**src/rtl/seq_count_bcd_ctrl.sv**
```systemverilog
// Command-driven run/pause/terminal-count controller for a two-digit BCD up-counter.
// Commands arrive over cmd_val/cmd_rdy; done pulses for one cycle when the count reaches the target.
module seq_count_bcd_ctrl #(
  parameter logic [7:0] RESET_TARGET = 8'h99
) (
  input  logic       clk,
  input  logic       reset,
  input  logic       cmd_val,
  output logic       cmd_rdy,
  input  logic [1:0] cmd_op,
  input  logic [7:0] cmd_target,
  output logic [7:0] out,
  output logic       busy,
  output logic       done
);

  typedef enum logic [1:0] {
    IDLE  = 2'd0,
    RUN   = 2'd1,
    PAUSE = 2'd2,
    DONE  = 2'd3
  } state_t;

  localparam logic [1:0] OP_CLEAR = 2'b00;
  localparam logic [1:0] OP_START = 2'b01;
  localparam logic [1:0] OP_STOP  = 2'b10;
  localparam logic [1:0] OP_LOAD  = 2'b11;

  state_t     state_reg, state_next;
  logic [7:0] count_reg, count_next;
  logic [7:0] target_reg, target_next;
  logic [7:0] load_clamped;
  logic [7:0] count_inc;
  logic       accept;

  // Out-of-range target digits saturate to 9 so the target stays reachable.
  genvar gi;
  generate
    for (gi = 0; gi < 2; gi++) begin : g_clamp
      assign load_clamped[gi*4 +: 4] =
        (cmd_target[gi*4 +: 4] > 4'd9) ? 4'd9 : cmd_target[gi*4 +: 4];
    end
  endgenerate

  always_comb begin
    count_inc = count_reg;
    if (count_reg[3:0] == 4'd9) begin
      count_inc[3:0] = 4'd0;
      count_inc[7:4] = (count_reg[7:4] == 4'd9) ? 4'd0 : count_reg[7:4] + 4'd1;
    end else begin
      count_inc[3:0] = count_reg[3:0] + 4'd1;
    end
  end

  assign cmd_rdy = (state_reg != DONE);
  assign accept  = cmd_val && cmd_rdy;
  assign busy    = (state_reg == RUN);
  assign done    = (state_reg == DONE);
  assign out     = count_reg;

  always_comb begin
    state_next  = state_reg;
    count_next  = count_reg;
    target_next = target_reg;
    if (state_reg == DONE) begin
      state_next = IDLE;
    end else if (accept) begin
      // An accepted command wins over the increment and terminal check.
      case (cmd_op)
        OP_CLEAR: begin
          count_next = 8'h00;
          state_next = IDLE;
        end
        OP_START: if (state_reg == IDLE || state_reg == PAUSE) state_next = RUN;
        OP_STOP:  if (state_reg == RUN) state_next = PAUSE;
        OP_LOAD:  target_next = load_clamped;
        default:  state_next = state_reg;
      endcase
    end else if (state_reg == RUN) begin
      if (count_reg == target_reg) state_next = DONE;
      else                         count_next = count_inc;
    end
  end

  always_ff @(posedge clk or negedge reset) begin
    if (!reset) begin
      state_reg  <= IDLE;
      count_reg  <= 8'h00;
      target_reg <= RESET_TARGET;
    end else begin
      state_reg  <= state_next;
      count_reg  <= count_next;
      target_reg <= target_next;
    end
  end

endmodule

```
**config.mk**
```make
export PLATFORM = sky130hd
export DESIGN_NAME = seq_count_bcd_ctrl
export DESIGN_NICKNAME = d
export VERILOG_FILES = /design/src/rtl/seq_count_bcd_ctrl.sv
export SDC_FILE = /design/constraint.sdc
export NUM_CORES = 1
export LEC_CHECK = 0
export BUFFER_PORTS_ARGS = -buffer_cell sky130_fd_sc_hd__buf_4
export CORE_AREA = 2 2 50 52
export DETAILED_ROUTE_END_ITERATION = 10
export DIE_AREA = 0 0 52 54
export HOLD_SLACK_MARGIN = 0.06
export PLACE_DENSITY = 0.75
export SYNTH_ARGS = -nofsm -noshare
export SYNTH_HDL_FRONTEND = slang
export SYNTH_SLANG_ARGS = --single-unit
```
**constraint.sdc**
```tcl
create_clock -name clk -period 1.77 [get_ports clk]
set_input_delay 0.2655 -clock clk [delete_from_list [all_inputs] [get_ports clk]]
set_output_delay 0.2655 -clock clk [all_outputs]
set_load 0.02 [all_outputs]
```
# --- After elaboration in Yosys (flattened, before gate mapping) ---
# Cells that the tools add are included.
word_totals:
  ff_bits: 18
  inputBits: 13
  output_inout_bits: 11
  wordCells: 52
op_classes:
  n_addsub: 2
  magnitude_cmp: 2
  eq_ne: 15
  n_mux: 16
  n_bitwise: 1
  n_reduce_logical: 12
op_table:
  columns: ["cell", "n"]
  rows:
  - ["$mux W8", 4]
  - ["$mux W4", 5]
  - ["$mux W2", 6]
  - ["$reduce_and A5 Y1", 2]
  - ["$add A4 B1 Y4 const B", 2]
  - ["$eq A2 B2 Y1 const B", 4]
  - ["$eq A4 B4 Y1 const B", 2]
  - ["$eq A8 B8 Y1", 1]
  - ["$gt A4 B4 Y1 const B", 2]
  - ["$pmux W2 S3", 1]
  - ["$reduce_bool A3 Y1", 2]
  - ["$ne A5 B2 Y1 const B", 1]
  - ["$eq A2 B1 Y1 const B", 2]
  - ["$logic_not A2 Y1", 2]
  - ["$ne A2 B2 Y1 const B", 2]
  - ["$ne A4 B4 Y1 const B", 1]
  - ["$reduce_and A4 Y1", 1]
  - ["$reduce_bool A2 Y1", 2]
  - ["$ne A3 B3 Y1 const B", 1]
  - ["$reduce_and A3 Y1", 1]
  - ["$ne A2 B1 Y1 const B", 1]
  - ["$logic_and A1 B1 Y1", 1]
  - ["$logic_or A1 B1 Y1", 1]
  - ["$not A1 Y1", 1]

# --- Depth between registers and ports, before layout ---
depth:
  depth_word: 6
  mapped_depth: 7
  depth_no_buf: 7

# --- Worst setup path after synthesis ---
# OpenSTA, ideal clock, no wires.
synth_timing:
  path_kind: "register -> register"
  startpoint: "register count_reg[1] (netlist: out[1])"
  endpoint: "register count_reg[7] (netlist: out[7])"
  setup_time_ns: 0.141
  arrival_time_ns: 1.468
  required_ns: 1.629
  setup_slack_ns: 0.161
  stages_incl_launch_ff: 8
  n_path_buf: 0
  synth_period_minus_slack_ns: 1.609
  cell_sequence: "dfrtp_1 -> inv_1 -> ha_1 -> and3b_2 -> nor2_1 -> nor2_1 -> a41oi_1 -> a31oi_1"
synth_via:
  elab_chain_cells: 3
  elab_cells_between_ends: 5
  classes_between: "3 x eq/ne; 2 x reduce/logical"
synth_lines:
  columns: ["item", "line", "text"]
  rows:
  - ["start: declaration", "30", "logic [7:0] count_reg, count_next;"]
  - ["start signal: assignment", "92", "count_reg <= count_next;"]
  - ["$eq A8 B8 Y1 or $eq A4 B4 Y1 (tied branches)", "80, 47", null]
  - ["$ne A2 B2 Y1 (no source line) or $reduce_bool A2 Y1 (tied branches)", null, null]
  - ["$reduce_and A5 Y1 (no source line) (*)", null, null]
# Mark *: on every way between the ends. The rest lies on a longest branch, timed or not.
# A chain may end at the register's enable or synchronous reset.

# --- Worst setup path after layout ---
layout_timing:
  startpoint: "register state_reg[0]"
  endpoint: "register count_reg[5] (netlist: out[5])"
layout_via:
  elab_chain_cells: 4
  elab_cells_between_ends: 11
  classes_between: "5 x eq/ne; 1 x mux; 1 x bitwise; 4 x reduce/logical"
layout_lines:
  columns: ["item", "line", "text"]
  rows:
  - ["start: declaration", "29", "state_t state_reg, state_next;"]
  - ["start signal: assignment", "91", "state_reg <= state_next;"]
  - ["$ne A2 B2 Y1", "55", "assign cmd_rdy = (state_reg != DONE);"]
  - ["$logic_and A1 B1 Y1", "56", "assign accept = cmd_val && cmd_rdy;"]
  - ["$ne A2 B1 Y1 (no source line), or another cell as far along", null, null]
  - ["$reduce_and A5 Y1 (no source line)", null, null]
# Several ways; a longest one is shown, not always the timed one.

==> flow_metrics.env <==
export IMPL_path_depth=5
export IMPL_synth_seq_cells=18
export IMPL_r2r_slack_ns=0.16
export IMPL_core_rowCount=18
export IMPL_ys_flop_type="dfrtp_1"
export IMPL_grt_pass1_wl_um=3988
export IMPL_pwr_share_comb=0.353
export IMPL_hold_viol=0
export IMPL_path_max_fanout=7
export IMPL_wl_per_cell_um=12.89
export IMPL_p_sw_w=0.0004360
export IMPL_finalCritPeriodShare=0.9101
export IMPL_clockBufferDepth=2
export IMPL_synth_edff_count=0
export IMPL_crit_buf_inv=0
export IMPL_fp_dieW_um=52
export IMPL_synth_nets=141
export IMPL_critPathLaunchType="flip-flop"
export IMPL_hpwl_um=1827
export IMPL_drc=0
export IMPL_synth_async_reset_ratio=1.000
export IMPL_synthToLayoutAreaGrowth_pct=21.93
export IMPL_cp_end_kind="flip-flop"
export IMPL_die_area_um2=2808
export IMPL_yosys_warnings=0
export IMPL_yosysSeqAreaShare=0.3991
export IMPL_ios=24
export IMPL_synthesis_area_um2=1141
export IMPL_diodes=0
export IMPL_ir_worst_vdd_mv=0.6017
export IMPL_die_h_um=54
export IMPL_rsz0062_at_grt="false"
export IMPL_static_leakage_power_nw=0.6547
export IMPL_reg2regPathDepth=5
export IMPL_crit_required_ns=1.96
export IMPL_setup_viol=0
export IMPL_crit_type="reg2reg"
export IMPL_cts_sinks=18
export IMPL_grt_pass1_vias=921
export IMPL_clk_pin_slew_worst_paths_ns=0.10
export IMPL_grt_max_degree=19
export IMPL_ctsRootBufferMaster="clkbuf_4"
export IMPL_r2r_end="out[5]"
export IMPL_cts_buffers=3
export IMPL_detail_route_antenna_nets=0
export IMPL_p_sw_frac=0.3559
export IMPL_maxSlewHeadroom=0.7354
export IMPL_syn_inst=120
export IMPL_clkPwrFrac=0.164
export IMPL_yosysTopAreaCellShare=0.3070
export IMPL_yosys_cell_count_top_type="dfrtp_1"
export IMPL_clock_skew_ns=0.002918
export IMPL_design_core_area_um2=2320
export IMPL_drv_cap=0
export IMPL_max_clock_freq_mhz=620.7
export IMPL_timing_critical_path_to="out[5]"
export IMPL_gp_congestion=0.8136
export IMPL_grt_use_total=0.1900
export IMPL_start_util=0.4919
export IMPL_grt_overflow=0
export IMPL_status="complete, no violations"
export IMPL_nFillCells=200
export IMPL_syn_area_per_cell_um2=9.509
export IMPL_viasPerCell=5.382
export IMPL_clk_latency_ns=0.29
export IMPL_worstSetupStartpoint="state_reg[0]"
export IMPL_drt_iter0_markers=6
export IMPL_internal_power_w=0.0007891
export IMPL_grt_antenna_before_repair=0
export IMPL_slew_violations=0
export IMPL_p_total_w=0.001225
export IMPL_yosysTopAreaCell="dfrtp_1"
export IMPL_synth_cell_type_count=33
export IMPL_vias=958
export IMPL_crit_chain="nand2_1 -> o21a_1 -> nand3_1 -> o22ai_2 -> mux2_4"
export IMPL_path_delay_family="flip-flops"
export IMPL_crit_path_top_delay_cell="dfrtp_1"
export IMPL_worst_pin_slew_ns=0.3960
export IMPL_arrival_ns=1.80
export IMPL_hp_class="in2reg"
export IMPL_dr_pass1_iters=4
export IMPL_synth_area_top_cells="dfrtp_1 (31%), dfstp_2 (9.2%), ha_1 (8.8%), o21ai_0 (5.7%), xnor2_1 (5.4%)"
export IMPL_setup_tns_ns=0
export IMPL_p_per_area_nw_per_um2=880.6
export IMPL_cts_max_level=1
export IMPL_r2r_start="state_reg[0]"
export IMPL_max_stage_delay_ns=0.47
export IMPL_drive_above_1_share=0.2770
export IMPL_cts_tree="built"
export IMPL_io_buffers=23
export IMPL_routed_wirelength_um=2295
export IMPL_synth_commonest_cells="dfrtp_1 (14), o21ai_0 (13), nand2_1 (12), nor2_1 (9), ha_1 (8)"
export IMPL_fin_crit_ns=1.611
export IMPL_sequentialPowerShare=0.483
export IMPL_fin_nets=171
[worst reg2reg max path, stage by stage, from the launching register on]
cell and delay, ns:
dfrtp_1 0.47, nand2_1 0.16, o21a_1 0.24, nand3_1 0.11
o22ai_2 0.20, mux2_4 0.32
[worst min path at each step]
stage,from,to,slack (ns),cells after the start
after detailed placement,reset,out[5],0.15,1
after global placement,reset,state_reg[0],0.15,1
after floorplan,reset,out[0],-0.03,0
after CTS,cmd_val,state_reg[1],0.19,2
after global routing,cmd_val,state_reg[1],0.19,2
final,cmd_val,state_reg[1],0.20,2
[cell type report]
cell class | count | area, um^2 | share of cell area
Clock buffer | 3 | 22.52 | 0.01619
Sequential cell | 18 | 455.4 | 0.3273
Tap cell | 30 | 37.54 | 0.02698
Timing Repair Buffer | 27 | 205.2 | 0.1475
Inverter | 7 | 26.28 | 0.01888
Multi-Input combinational cell | 93 | 644.4 | 0.4631
[metrics by stage]
step | instances | cell area [um^2] | utilization | hold WS (ns) | setup slack [ns]
floorplan | 120 | 1141 | - | -0.03009 | 0.1613
global placement | 174 | 1359 | 0.5858 | 0.1479 | 0.1842
detailed placement | 174 | 1359 | 0.5858 | 0.1479 | 0.1178
CTS | 178 | 1391 | 0.5998 | 0.1903 | 0.1719
global route | 178 | 1391 | 0.5998 | 0.1877 | 0.06367
finish | 178 | 1391 | 0.5998 | 0.2005 | 0.1590
[metal layers]
metal	up-vias	share of wire	wire length, um	global-route usage
li1	480	-	-	-
met1	455	0.44	1021	0.2230
met2	19	0.51	1178	0.3481
met3	4	0.031	72	0.02778
met4	0	0.010	23	0.07456
met5	-	0	0	0
[power by group through the flow]
stage	registers (W)	clock network [W]	logic (W)
floorplan	0.000612	0	0.000265
global placement	0.000592	0	0.000420
detailed placement	0.000600	0	0.000431
CTS	0.000592	0.000210	0.000435
global route	0.000607	0.000233	0.000476
finish	0.000592	0.000201	0.000432
[logic make-up (layout without fill, tap and decap cells)]
logic type	count (synthesis)	after routing	synth area share
simple gates	39	39	0.1656
flops	18	18	0.3991
buf+inv	9	37	0.03618
compound gates	32	32	0.1842
fa+ha+maj	8	8	0.08772
mux	6	6	0.05921
xor+xnor	8	8	0.06799
[cells in the final DEF, fill, tap and decap left out, types with 5 or more instances in the layout]
master | netlist | routed
buf_4 | 0 | 26
dfrtp_1 | 14 | 14
ha_1 | 8 | 8
inv_1 | 7 | 7
nand2_1 | 12 | 12
nand2b_1 | 5 | 5
nand3_1 | 5 | 5
nor2_1 | 9 | 9
o21a_1 | 6 | 6
o21ai_0 | 13 | 12
xnor2_1 | 7 | 7
[timing repair]
item | 4_1_cts | 5_1_grt
hold buffers | 1 | 0
buffers inserted | 0 | 0
endpoints found under the hold margin | 14 | 0
endpoints found under the setup margin | 0 | 1
resized for setup | 0 | 1
No activity file was read; power rests on OpenSTA's default activity.
